`config.mk`:
```
export PLATFORM = sky130hd
export DESIGN_NAME = icache_block_fetch_ctrl
export DESIGN_NICKNAME = d
export VERILOG_FILES = /design/src/rtl/icache_block_fetch_ctrl_pkg.sv /design/src/rtl/icache_line_store.sv /design/src/rtl/icache_block_fetch_ctrl.sv
export SDC_FILE = /design/constraint.sdc
export NUM_CORES = 1
export LEC_CHECK = 0
export CAP_MARGIN = 20
export CORE_MARGIN = 2
export CORE_UTILIZATION = 50
export CTS_CLUSTER_SIZE = 20
export DETAILED_ROUTE_END_ITERATION = 10
export PLACE_DENSITY = 0.67
export SLEW_MARGIN = 40
export SYNTH_ARGS = -nofsm -noshare
export SYNTH_HDL_FRONTEND = slang
export SYNTH_SLANG_ARGS = --single-unit
```
`constraint.sdc`:
```
create_clock -name clock -period 26.7 [get_ports clock]
set_clock_uncertainty 0.2 [all_clocks]
set_input_delay 2.67 -clock clock [delete_from_list [all_inputs] [get_ports clock]]
set_output_delay 2.67 -clock clock [all_outputs]
set_load 0.005 [all_outputs]
```
`src/rtl/icache_block_fetch_ctrl_pkg.sv`:
```
// Shared constants for the instruction cache block-fetch controller:
// FSM encodings, line width and the word-select helper.
package icache_block_fetch_ctrl_pkg;

    localparam int LINE_W = 128;

    localparam logic [1:0] S_IDLE     = 2'd0;
    localparam logic [1:0] S_MEM_READ = 2'd1;
    localparam logic [1:0] S_FILL     = 2'd2;

    function automatic logic [31:0] word_sel(
        input logic [LINE_W-1:0] line,
        input logic [1:0]        w
    );
        logic [31:0] r;
        case (w)
            2'd0:    r = line[31:0];
            2'd1:    r = line[63:32];
            2'd2:    r = line[95:64];
            default: r = line[127:96];
        endcase
        return r;
    endfunction

endpackage

```
`src/rtl/icache_line_store.sv`:
```
// Valid/tag/data arrays for the direct-mapped instruction cache.
// One write port, flush-all, combinational read.
module icache_line_store
    import icache_block_fetch_ctrl_pkg::*;
#(
    parameter int NUM_LINES = 8,
    parameter int INDEX_W   = 3,
    parameter int TAG_W     = 25
) (
    input  logic               clock,
    input  logic               reset,
    input  logic               flush,
    input  logic               we,
    input  logic [INDEX_W-1:0] widx,
    input  logic [TAG_W-1:0]   wtag,
    input  logic [LINE_W-1:0]  wline,
    input  logic [INDEX_W-1:0] ridx,
    output logic               rvalid,
    output logic [TAG_W-1:0]   rtag,
    output logic [LINE_W-1:0]  rline
);

    logic [NUM_LINES-1:0] valid_q, valid_d;
    logic [TAG_W-1:0]     tag_q  [NUM_LINES];
    logic [TAG_W-1:0]     tag_d  [NUM_LINES];
    logic [LINE_W-1:0]    data_q [NUM_LINES];
    logic [LINE_W-1:0]    data_d [NUM_LINES];

    // A refill landing on the flush edge still installs its line.
    always_comb begin
        valid_d = flush ? '0 : valid_q;
        tag_d   = tag_q;
        data_d  = data_q;
        if (we) begin
            valid_d[widx] = 1'b1;
            tag_d[widx]   = wtag;
            data_d[widx]  = wline;
        end
    end

    always_ff @(posedge clock) begin
        if (!reset) begin
            valid_q <= '0;
        end else begin
            valid_q <= valid_d;
        end
    end

    always_ff @(posedge clock) begin
        tag_q  <= tag_d;
        data_q <= data_d;
    end

    assign rvalid = valid_q[ridx];
    assign rtag   = tag_q[ridx];
    assign rline  = data_q[ridx];

endmodule

```
`src/rtl/icache_block_fetch_ctrl.sv`:
```
// Direct-mapped I-cache front end: hit compare, word mux and the
// IDLE/MEM_READ/FILL block-refill FSM towards instruction memory.
module icache_block_fetch_ctrl
    import icache_block_fetch_ctrl_pkg::*;
#(
    parameter int NUM_LINES = 8,
    parameter int INDEX_W   = 3,
    parameter int TAG_W     = 32 - INDEX_W - 4
) (
    input  logic               clock,
    input  logic               reset,
    input  logic               cpu_read,
    input  logic [31:0]        cpu_address,
    input  logic               flush,
    output logic [31:0]        cpu_instruction,
    output logic               cpu_busywait,
    output logic               mem_read,
    output logic [27:0]        mem_address,
    input  logic [LINE_W-1:0]  mem_readdata,
    input  logic               mem_busywait
);

    logic [1:0]         state_q, state_d;
    logic               mem_read_q, mem_read_d;
    logic [27:0]        mem_address_q, mem_address_d;
    logic [INDEX_W-1:0] idx_q, idx_d;
    logic [TAG_W-1:0]   ltag_q, ltag_d;
    logic [31:0]        instr_q, instr_d;

    logic [INDEX_W-1:0] a_idx;
    logic [TAG_W-1:0]   a_tag;
    logic               l_valid;
    logic [TAG_W-1:0]   l_tag;
    logic [LINE_W-1:0]  l_line;
    logic               hit;
    logic               unused_byte_bits;

    assign a_idx            = cpu_address[3+INDEX_W:4];
    assign a_tag            = cpu_address[31:4+INDEX_W];
    assign unused_byte_bits = ^cpu_address[1:0];

    icache_line_store #(
        .NUM_LINES (NUM_LINES),
        .INDEX_W   (INDEX_W),
        .TAG_W     (TAG_W)
    ) u_store (
        .clock  (clock),
        .reset  (reset),
        .flush  (flush),
        .we     (state_q == S_FILL),
        .widx   (idx_q),
        .wtag   (ltag_q),
        .wline  (mem_readdata),
        .ridx   (a_idx),
        .rvalid (l_valid),
        .rtag   (l_tag),
        .rline  (l_line)
    );

    assign hit = cpu_read & l_valid & (l_tag == a_tag);

    always_comb begin
        state_d         = state_q;
        mem_address_d   = mem_address_q;
        idx_d           = idx_q;
        ltag_d          = ltag_q;
        cpu_busywait    = 1'b1;
        cpu_instruction = instr_q;
        case (state_q)
            S_IDLE: begin
                if (!cpu_read) begin
                    cpu_busywait    = 1'b0;
                    cpu_instruction = '0;
                end else if (hit) begin
                    cpu_busywait    = 1'b0;
                    cpu_instruction = word_sel(l_line, cpu_address[3:2]);
                end else begin
                    state_d       = S_MEM_READ;
                    mem_address_d = cpu_address[31:4];
                    idx_d         = a_idx;
                    ltag_d        = a_tag;
                end
            end
            S_MEM_READ: begin
                if (!mem_busywait) state_d = S_FILL;
            end
            S_FILL:  state_d = S_IDLE;
            default: state_d = S_IDLE;
        endcase
        // FILL always separates two MEM_READ phases, so the memory
        // beat counter is back at zero before the next request.
        mem_read_d = (state_d == S_MEM_READ);
        instr_d    = cpu_instruction;
    end

    always_ff @(posedge clock) begin
        if (!reset) begin
            state_q       <= S_IDLE;
            mem_read_q    <= 1'b0;
            mem_address_q <= '0;
            idx_q         <= '0;
            ltag_q        <= '0;
            instr_q       <= '0;
        end else begin
            state_q       <= state_d;
            mem_read_q    <= mem_read_d;
            mem_address_q <= mem_address_d;
            idx_q         <= idx_d;
            ltag_q        <= ltag_d;
            instr_q       <= instr_d;
        end
    end

    assign mem_read    = mem_read_q;
    assign mem_address = mem_address_q;

endmodule

```
; After elaboration in Yosys (flattened, before gate mapping)
; Cells that the tools add are included.
[totals]
output_inout_bits = 62
wordCells = 75
in_bits = 165
regBits = 1323
[classes]
bitwise_logic = 6
eq_ne = 6
n_lt_le_gt_ge = 6
n_mux = 29
n_reduce_logical = 5
[ops]
columns = cell, count
row1 = $bwmux 1024, 1
row2 = $bmux 128 s3, 1
row3 = $demux 128 s3, 1
row4 = $mux 128, 3
row5 = $bwmux 200, 1
row6 = $mux 32, 3
row7 = $pmux 32 s3, 1
row8 = $bmux 25 s3, 1
row9 = $demux 25 s3, 1
row10 = $mux 25, 3
row11 = $eq 25x25->1, 1
row12 = $mux 8, 2
row13 = $ge 4x4->1 const B, 2
row14 = $lt 3x4->1 const B, 2
row15 = $not 3->4, 2
row16 = $or 8x8->8, 1
row17 = $eq 2x1->1 const B, 3
row18 = $mux 2, 3
row19 = $mux 1, 5
row20 = $eq 2x2->1 const B, 2
row21 = $logic_not 2->1, 2
row22 = $lt 4x1->1 const B, 1
row23 = $pmux 2 s2, 1
row24 = $bmux 1 s3, 1
row25 = other kinds (6), 8

; Longest topological paths before layout
; Gate-level depths: netlist of the first run.
[depth]
word_depth = 10
depth_mapped = 14
depth_no_buf = 7

; By module
; A second synthesis of the first run with hierarchy kept.
[hier_totals]
hier_cells = 2134
area_unflattened_um2 = 49881.6
[modules_own_cells]
columns = module, seq_area_each_um2, area_per_inst_um2, cells_per_inst, n_inst
row1 = icache_line_store, 36915.4, 46261.9, 1807, 1
row2 = icache_block_fetch_ctrl, 1261.2, 3619.7, 327, 1

; Least setup slack after synthesis of the first run
; OpenSTA, ideal clock, no wires.
[synth_path]
path_type = reg2reg
from = register mem_address[0] (netlist name)
to = register u_store.valid_q[0]
stages_incl_launch_ff = 4
required_ns = 26.394
slack_ns = 14.700
setup_time_ns = 0.106
n_path_buf = 0
arrival_ns = 11.694
synth_period_minus_slack_ns = 12.000
path_cell_list = dfxtp_1 nand3b_1 nor3_1 o21a_1
[synth_lines]
columns = item, line
row1 = "end signal, assigned", icache_line_store.sv:45  ; valid_q <= valid_d;
row2 = "end, declared", icache_line_store.sv:23  ; logic [NUM_LINES-1:0] valid_q, valid_d;

; Final worst setup path of the first run
[layout_path]
from = input cpu_address[6]
to = output cpu_instruction[0]
[layout_via]
elab_chain_len = 9
word_cells_on_any_way = 16
classes_between = eq/ne: 1 / mux: 12 / bitwise: 3
[layout_lines]
columns = item, line
row1 = "start, declared", icache_block_fetch_ctrl.sv:13  ; input logic [31:0] cpu_address,
row2 = $not 3->4 (implied by the code), "icache_line_store.sv:55, icache_line_store.sv:56"
row3 = $bmux 25 s3, icache_line_store.sv:55  ; assign rtag = tag_q[ridx];
row4 = $mux 25 (implied by the code) (2 in a row), icache_line_store.sv:55
row5 = $eq 25x25->1, icache_block_fetch_ctrl.sv:60  ; assign hit = cpu_read & l_valid & (l_tag == a_tag);
row6 = $and 1x1->1, icache_block_fetch_ctrl.sv:60
row7 = $mux 32 (*), icache_block_fetch_ctrl.sv:74  ; end else if (hit) begin
row8 = $mux 32 (*), icache_block_fetch_ctrl.sv:71  ; if (!cpu_read) begin
row9 = $mux 32 (*), icache_block_fetch_ctrl.sv:69  ; case (state_q)
row10 = "end, declared", icache_block_fetch_ctrl.sv:15  ; output logic [31:0] cpu_instruction,
; Mark *: on every way between the ends. The rest lies on a longest branch, timed or not. The select of a mux whose other input is x is not followed.

==> results of run 1 <==
-- cells in the mapped netlist, drive strengths merged (2+ instances only) --
library cell	n	share of area
edfxtp	1224	0.73
mux4	352	0.16
mux2i	147	0.029
nand2	93	0.0070
dfxtp	71	0.028
buf	64	0.0075
clkbuf	59	0.0044
nor2b	42	0.0052
and3	35	0.0044
mux2	33	0.0087
a22oi	14	0.0021
xor2	13	0.0023
nor2	8	0.00060
o21a	8	0.0012
nand3	7	0.00070
a22o	6	0.0010
nand3b	6	0.00090
nand4	6	0.00075
nor3	6	0.00060
a21bo	4	0.00080
a21oi	4	0.00040
and2	3	0.00037
nand2b	3	0.00037
nor4	3	0.00037
o21ai	3	0.00030
or3	3	0.00037
inv	2	0.00015
o2111ai	2	0.00035
o21ba	2	0.00040
xnor2	2	0.00035
-- worst paths after layout --
check | slack, ps | start | end
max reg2reg | 22590 | state_q[0]$_SDFF_PN0_ | u_store.data_q[744]$_DFFE_PP_
min | 310 | mem_address[0]$_SDFFE_PN0P_ | mem_address[0]$_SDFFE_PN0P_
min reg2reg | 310 | mem_address[0]$_SDFFE_PN0P_ | mem_address[0]$_SDFFE_PN0P_
max | 16590 | cpu_address[6] | cpu_instruction[0]
-- metal layers --
metal	GRT usage	vias up	wire [um]
li1	-	9948	-
met1	0.293	12600	45500
met2	0.362	670	56000
met3	0.0471	180	6890
met4	0.0713	16	2960
met5	0	-	99
-- state kept, by name, summed over array words and instances (netlist names) --
name             cells
u_store.tag_q      200
u_store.valid_q      8
ltag_q               1
instr_q             32
u_store.data_q    1024
mem_read             1
mem_address         27
state_q              2
-- critical path, delay by kind of cell --
kind          cells  cell delay (ps)
buf+inv           5             2900
xor+xnor          1              170
simple gates      3              250
mux               3             1100
-- cells by family after synthesis --
kind of cell / share of synthesized area
multiplexers: 0.196
XOR/XNOR: 0.00262
AND/OR/NAND/NOR: 0.0220
buffers and inverters: 0.0121
AO/OA/AOI/OAI: 0.00715
flip-flops: 0.760
-- cell type report --
| type | count | area, sq um | share of cell area |
|---|---|---|---|
| inverters | 2 | 7.51 | 0.000129 |
| multi-input cells | 811 | 11500 | 0.197 |
| clock buffers | 167 | 3570 | 0.0612 |
| clock inverters | 70 | 647 | 0.0111 |
| repair buffers | 269 | 2770 | 0.0475 |
| flip-flops and latches | 1295 | 38200 | 0.655 |
| diodes | 6 | 15.0 | 0.000257 |
| well taps | 1298 | 1620 | 0.0278 |
-- cell usage in the layout (no fill, tap or decap), types with 4 or more instances in the layout --
master and count:
edfxtp_1 1224, nand2_1 92, buf_16 5, bufinv_16 10, clkbuf_1 27, clkdlybuf4s50_1 218, nor2b_1 40, a21bo_2 4
diode_2 6, mux4_2 352, nor2_4 6, xor2_1 13, and3_1 35, mux2_4 17, clkbuf_16 137, mux2i_1 147
nand3_1 7, a22oi_1 14, clkinv_1 25, clkinv_2 25, nand3b_1 6, nand4_1 6, o21a_1 8, buf_4 27
nor3_1 4, a21oi_1 4, dfxtp_1 71, mux2_2 16, a22o_1 6, inv_6 4, clkinv_8 4, buf_6 14
-- stage by stage --
stage               power [uW]  instance area [sq um]  hold WS, ps
floorplan                 2410                  50200          271
global placement          2490                  53900          282
detailed placement        2500                  54100          303
CTS                       4280                  58300          314
global route              4370                  58300          356
finish                    4240                  58300          312
-- power by group through the flow --
stage | logic (uW) | registers [uW] | clock network [uW]
finish | 211 | 2240 | 1790
global placement | 207 | 2280 | 0
global route | 225 | 2240 | 1900
floorplan | 120 | 2280 | 0
detailed placement | 214 | 2280 | 0
CTS | 215 | 2240 | 1830
==> flow_summary.toml, run 1 <==
[cells_and_area]
fin_cells = 3918
finish.utilization = 0.584
syn2layout_area_growth_pct = 16.2
layout.nets = 2675
fill_cells = 7093
final_layout_size_suffix_gt1_frac = 0.245

[cts]
cts_tree = "done"
root_buffer = "clkbuf_16"
cts_hold_buf = 0
clk_latency_ps = 730
cts.clk_slew.worst_paths_ps = 60
cts_num_sinks = 1295
clockBufferDepth = 3
htreeDepth = 4
cts_resized = 0
cts_buffers = 131
cts_setup_buffers = 0

[timing]
setup_slack_ps = 16590
finalCriticalPeriod_ps = 10110
fin_crit_sh = 0.379
relSlewSlack = 0.405
finalHoldViolations = 0
worst_pin_slew_ps = 884
setup_viol = 0
final_max_slew_viol_count = 0
tns_ps = 0
fmax_mhz = 98.9
grt_setup_unrepaired = "no"

[critical_path]
cp_common_cell = "buf_4"
start_kind = "input pin"
path_cells = "buf_6, buf_4, mux4_2, mux2i_1, xor2_1, nand3_1, nor3_1, nand4_1, buf_4, buf_4, mux2i_1, clkdlybuf4s50_1"
crit_type = "in -> out"
reg2reg_depth = 6
cpPeakStageDelay_ps = 700
cp.arrival_ps = 7240
required_ps = 23830
cp-end-kind = "output pin"
cpMaxStageDelayCell = "buf_4"
crit_fanout = 44

[grt]
grt_pass1_vias = 25000
grt_start_max_net_pins = 122
grt_pass1_wl_mm = 164
grt_overflow = 0
grt_antenna_before_repair = 15
grt_usage = 0.219

[route]
routedWlPerCell_um = 28.4
finalWirelength_mm = 111
drc = 0
vias_per_cell = 5.99
first_pass_iters = 5
drtIter0Drc = 2175
antenna_left = 0
vias = 23500

[pwr]
pwr-share-comb = 0.050
p_sw_uw = 861
p_leak_uw = 0.0191
p_seq_frac = 0.529
clock_power_share = 0.422
p_sw_frac = 0.203
powerDensity_mw_per_mm2 = 72.7
ir_drop_mv = 0.0521
p_int_uw = 3380

[synth]
syn_inst = 2231
syn-num-nets = 2396
ys_ff_latch = 1295
synth-edff-count = 1224
synth.avg_cell_area_sq_um = 22.5
ys.flop_type = "edfxtp_1"
ys_seq_area_frac = 0.760
synth.distinct_cells = 41
syn_area_sq_mm = 0.0502
yosys_warnings = 0
synthArstFlopShare = 0

[die]
num_io_pins = 227
initial_utilization = 0.503
std_cell_rows = 116
dieArea_sq_mm = 0.103
die_w_um = 321
core_area_sq_mm = 0.0999
die_h_um = 321

[placement]
port_buffers = 224
place_ws_ps = 16550
place_hpwl_mm = 62.9
gp_congestion = 0.806
dp_cells = 3675

[worst_hold_path]
min_path_type = "reg -> reg"
min_delay_path_depth = 2

[job]
cap_violations = 0

[outcome]
outcome = "completed"
(Power assumes the default switching activity.)
==> inputs of run 2 (changes only) <==
==> constraint.sdc (replaced) <==
create_clock -name clock -period 10.05 [get_ports clock]
set_clock_uncertainty 0.2 [all_clocks]
set_input_delay 1.005 -clock clock [delete_from_list [all_inputs] [get_ports clock]]
set_output_delay 1.005 -clock clock [all_outputs]
set_load 0.005 [all_outputs]
==> flow_summary.toml, run 2 (synthesis results as in run 1) <==
[die]
dieArea_sq_mm = 0.103
die_w_um = 321
std_cell_rows = 116
die_h_um = 321
core_area_sq_mm = 0.0999
initial_utilization = 0.503
num_io_pins = 227

[pwr]
clock_power_share = 0.424
p_leak_uw = 0.0192
ir_drop_mv = 0.138
p_sw_frac = 0.207
powerDensity_mw_per_mm2 = 193
p_seq_frac = 0.526
pwr-share-comb = 0.050
p_sw_uw = 2340
p_int_uw = 8980

[timing]
setup_viol = 0
fin_crit_sh = 0.668
finalHoldViolations = 0
finalCriticalPeriod_ps = 6710
setup_slack_ps = 3340
tns_ps = 0
relSlewSlack = 0.445
fmax_mhz = 149
worst_pin_slew_ps = 833
grt_setup_unrepaired = "no"
final_max_slew_viol_count = 0

[route]
first_pass_iters = 6
drc = 0
drtIter0Drc = 2207
vias_per_cell = 5.92
antenna_left = 0
routedWlPerCell_um = 28.0
finalWirelength_mm = 110
vias = 23300

[cts]
cts_num_sinks = 1295
cts_hold_buf = 0
root_buffer = "clkbuf_16"
clk_latency_ps = 740
cts_buffers = 134
cts_tree = "done"
cts_setup_buffers = 0
htreeDepth = 4
cts_resized = 0
clockBufferDepth = 3
cts.clk_slew.worst_paths_ps = 60

[cells_and_area]
final_layout_size_suffix_gt1_frac = 0.248
final_common_cell = "edfxtp_1"
syn2layout_area_growth_pct = 16.7
reg_top3 = "u_store.data_q: 1024 flops, u_store.tag_q: 200 flops, instr_q: 32 flops"
layout.nets = 2685
fill_cells = 7077
largest_reg_flops = 1024
layout_common_cells = "edfxtp_1, mux4_2, clkdlybuf4s50_1"
largest-register = "u_store.data_q"

[critical_path]
start_kind = "input pin"
path_cells = "buf_8, buf_4, buf_4, buf_4, mux4_2, mux4_2, mux2i_1, mux2i_1, clkdlybuf4s50_1"
cpPeakStageDelay_ps = 670
cp_common_cell = "buf_4"
cp.arrival_ps = 5500
required_ps = 8850
cp-end-kind = "output pin"
cpMaxStageDelayCell = "buf_4"
crit_fanout = 38
crit_type = "in -> out"

[placement]
place_hpwl_mm = 62.7
port_buffers = 224
place_ws_ps = 3200
gp_congestion = 0.769

[worst_hold_path]
min_path_type = "reg -> reg"

[job]
cap_violations = 0

[outcome]
outcome = "completed"

[grt]
grt_antenna_before_repair = 21
grt_overflow = 0
grt_pass1_vias = 24900
grt_pass1_wl_mm = 163
grt_usage = 0.218
grt_start_max_net_pins = 106
## run 2: cell count changes in the layout (fill, tap and decap cells not counted), sizes merged
cell / delta
buf: +7
bufinv: -2
clkbuf: +9
clkinv: +2
clkinvlp: +1
diode: -1
inv: -1
## run 2: critical path, delay by kind of cell
family	cells	cell delay, ps
buffers and inverters	5	2740
muxes	4	1630
## run 2: area by class of cell
cell class	instances	area, sq um	share of cell area
inverters	2	7.51	0.000128
clock buffers	176	3630	0.0620
diodes	5	12.5	0.000214
well taps	1298	1620	0.0277
repair buffers	276	2930	0.0500
flip-flops and latches	1295	38200	0.652
multi-input cells	811	11500	0.197
clock inverters	70	689	0.0118
## run 2: through the flow
| step | hold WS, ps | area [sq um] | power (uW) | utilization | cells |
|---|---|---|---|---|---|
| after floorplan | 271 | 50200 | 6390 | - | 2231 |
| after global placement | 300 | 53900 | 6620 | 0.540 | 3669 |
| after detailed placement | 311 | 54200 | 6640 | 0.543 | 3680 |
| after CTS | 322 | 58500 | 11400 | 0.586 | 3926 |
| after global routing | 360 | 58600 | 11700 | 0.587 | 3931 |
| final | 314 | 58600 | 11300 | 0.587 | 3933 |
## run 2: power groups by stage
stage | Combinational, uW | Sequential, uW | Clock [uW]
2_1_floorplan | 320 | 6070 | 0
3_3_place_gp | 554 | 6060 | 0
3_5_place_dp | 572 | 6070 | 0
4_1_cts | 574 | 5950 | 4900
5_1_grt | 601 | 5960 | 5120
6_report | 561 | 5960 | 4800
## run 2: per-layer routing
layer	routed length, um	part of all wire	vias up	global-route usage
met5	197	0.0018	-	0
met4	2640	0.024	30	0.0652
met3	7410	0.067	168	0.0540
met2	56500	0.51	716	0.371
met1	43200	0.39	12400	0.278
li1	-	-	9969	-
## run 2: final timing paths
kind | end | slack [ps] | cells past startpoint | start
setup / recovery | cpu_instruction[9] | 3340 | 9 | cpu_address[4]
hold / removal | mem_address[0]$_SDFFE_PN0P_ | 310 | 2 | mem_address[0]$_SDFFE_PN0P_
setup reg to reg | u_store.data_q[9]$_DFFE_PP_ | 6590 | 5 | state_q[0]$_SDFF_PN0_
hold reg to reg | mem_address[0]$_SDFFE_PN0P_ | 310 | 2 | mem_address[0]$_SDFFE_PN0P_
==> inputs of run 3 (changes only) <==
--- a/config.mk
+++ b/config.mk
@@ -10,7 +10,7 @@
 export CORE_UTILIZATION = 50
 export CTS_CLUSTER_SIZE = 20
 export DETAILED_ROUTE_END_ITERATION = 10
-export PLACE_DENSITY = 0.67
+export PLACE_DENSITY = 0.7
 export SLEW_MARGIN = 40
 export SYNTH_ARGS = -nofsm -noshare
 export SYNTH_HDL_FRONTEND = slang
==> constraint.sdc (replaced) <==
create_clock -name clock -period 5.39 [get_ports clock]
set_clock_uncertainty 0.2 [all_clocks]
set_input_delay 0.539 -clock clock [delete_from_list [all_inputs] [get_ports clock]]
set_output_delay 0.539 -clock clock [all_outputs]
set_load 0.005 [all_outputs]
==> flow_summary.toml, run 3 (synthesis results as in run 1) <==
[cells_and_area]
finalInstanceArea_sq_mm = 0.0586
fill_cells = 7048
largest_reg_flops = 1024
layout.nets = 2690
final_common_cell = "edfxtp_1"
layout_common_cells = "edfxtp_1, mux4_2, clkdlybuf4s50_1"
final_layout_size_suffix_gt1_frac = 0.247
reg_top3 = "u_store.data_q: 1024 flops, u_store.tag_q: 200 flops, instr_q: 32 flops"
largest-register = "u_store.data_q"
syn2layout_area_growth_pct = 16.7
fin_cells = 3926

[placement]
place_ws_ps = 508
gp_congestion = 0.782
dpl-instance-area_sq_mm = 0.0544
port_buffers = 224
place_hpwl_mm = 61.3
dp_cells = 3684

[critical_path]
path_cells = "buf_8, buf_12, buf_12, mux2i_1, a22oi_1, a21bo_2, nand3b_1, nor4_1, nand4_1, buf_12, mux2i_1, clkdlybuf4s50_1"
cp_num_buf_inv = 5
required_ps = 4650
crit_fanout = 47
cp-end-kind = "output pin"
cp_top_family = "buffers and inverters"
cpMaxStageDelayCell = "clkdlybuf4s50_1"
cp.arrival_ps = 4160
start_kind = "input pin"
cpPeakStageDelay_ps = 610
crit_type = "in -> out"
cp_common_cell = "buf_12"

[cts]
cts_setup_buffers = 0
cts_tree = "done"
htreeDepth = 4
clockBufferDepth = 3
cts_num_sinks = 1295
clk_latency_ps = 730
cts.clk_slew.worst_paths_ps = 60
root_buffer = "clkbuf_16"
cts_hold_buf = 0
cts_resized = 0
cts_buffers = 135

[route]
top_layer_used = "met5"
routedWlPerCell_um = 28.0
vias = 23300
drt-met1-wl_mm = 43.7
wl_met2_mm = 55.8
vias_per_cell = 5.93
drtIter0Drc = 2041
wl_met3_mm = 7.53
antenna_left = 0
drc = 0
finalWirelength_mm = 110
first_pass_iters = 5

[timing]
worst_pin_slew_ps = 836
fin_crit_sh = 0.908
setup_slack_ps = 494
final_max_slew_viol_count = 0
finalHoldViolations = 0
finalCriticalPeriod_ps = 4900
setup_viol = 0
fmax_mhz = 204
hold_ws_ps = 74.9
relSlewSlack = 0.441
grt_setup_unrepaired = "no"
tns_ps = 0

[die]
dieArea_sq_mm = 0.103
die_h_um = 321
core_area_sq_mm = 0.0999
die_w_um = 321
std_cell_rows = 116
initial_utilization = 0.503
num_io_pins = 227

[pwr]
p_int_uw = 16600
p_sw_uw = 4280
powerDensity_mw_per_mm2 = 357
p_leak_uw = 0.0192
clock_power_share = 0.419
ir_drop_mv = 0.299
p_sw_frac = 0.205
p_seq_frac = 0.531
pwr-share-comb = 0.050

[grt]
grt_start_max_net_pins = 92
grt_pass1_wl_mm = 161
grt_usage = 0.216
grt_pass1_vias = 24900
grt_antenna_before_repair = 13
grt_overflow = 0

[job]
cap_violations = 0

[outcome]
outcome = "completed"

[worst_hold_path]
min_path_type = "in -> reg"
-- run 3: cell types whose count changed in the layout (fill, tap and decap cells not counted), moves of 2 or more --
cell and delta:
clkinv_1 -6, buf_16 -4, clkinv_8 -3, clkinv_4 -2, inv_16 -2, bufinv_16 -2
buf_12 +19, nor2b_1 +2, nor2b_2 -2, buf_6 -13, inv_6 +4
-- run 3: tightest hold or removal path: cells and delay by family --
kind / cells / cell delay (ps)
buffers and inverters: 1 / 200
muxes: 1 / 70
and+or+nand+nor: 1 / 110
-- run 3: final timing paths --
check	slack (ps)	startpoint	to	cells after the start
worst max-delay path	490	cpu_address[4]	cpu_instruction[29]	12
worst min-delay path	70	cpu_address[6]	mem_address[2]$_SDFFE_PN0P_	3
worst max register to register	2020	u_store.tag_q[8]$_DFFE_PP_	mem_address[19]$_SDFFE_PN0P_	8
worst min register to register	320	mem_address[0]$_SDFFE_PN0P_	mem_address[0]$_SDFFE_PN0P_	2
-- run 3: layout make-up --
cell class,count,area [sq um],share of cell area
clock buffer,177,3650,0.0623
clock inverter,59,517,0.00882
tap,1298,1620,0.0277
antenna,4,10.0,0.000171
timing repair buffer,280,3080,0.0525
sequential,1295,38200,0.652
multi-input combinational,811,11500,0.197
inverter,2,7.51,0.000128
-- run 3: metal layers --
layer / vias to the layer above / track usage
met2: 716 / 0.363
met1: 12400 / 0.283
met4: 18 / 0.0624
li1: 9979 / -
met3: 188 / 0.0506
met5: - / 0
-- run 3: power groups by stage --
stage / Sequential (uW) / Clock (uW) / Combinational, uW
after floorplan: 11300 / 0 / 597
after detailed placement: 11300 / 0 / 1070
final: 11100 / 8750 / 1050
after global placement: 11300 / 0 / 1040
after global routing: 11100 / 9320 / 1120
after CTS: 11100 / 8940 / 1070
-- run 3: metrics by stage --
| step | util | power [uW] |
|---|---|---|
| 2_1_floorplan | - | 11900 |
| 3_3_place_gp | 0.543 | 12300 |
| 3_5_place_dp | 0.544 | 12400 |
| 4_1_cts | 0.586 | 21100 |
| 5_1_grt | 0.586 | 21500 |
| 6_report | 0.587 | 20900 |
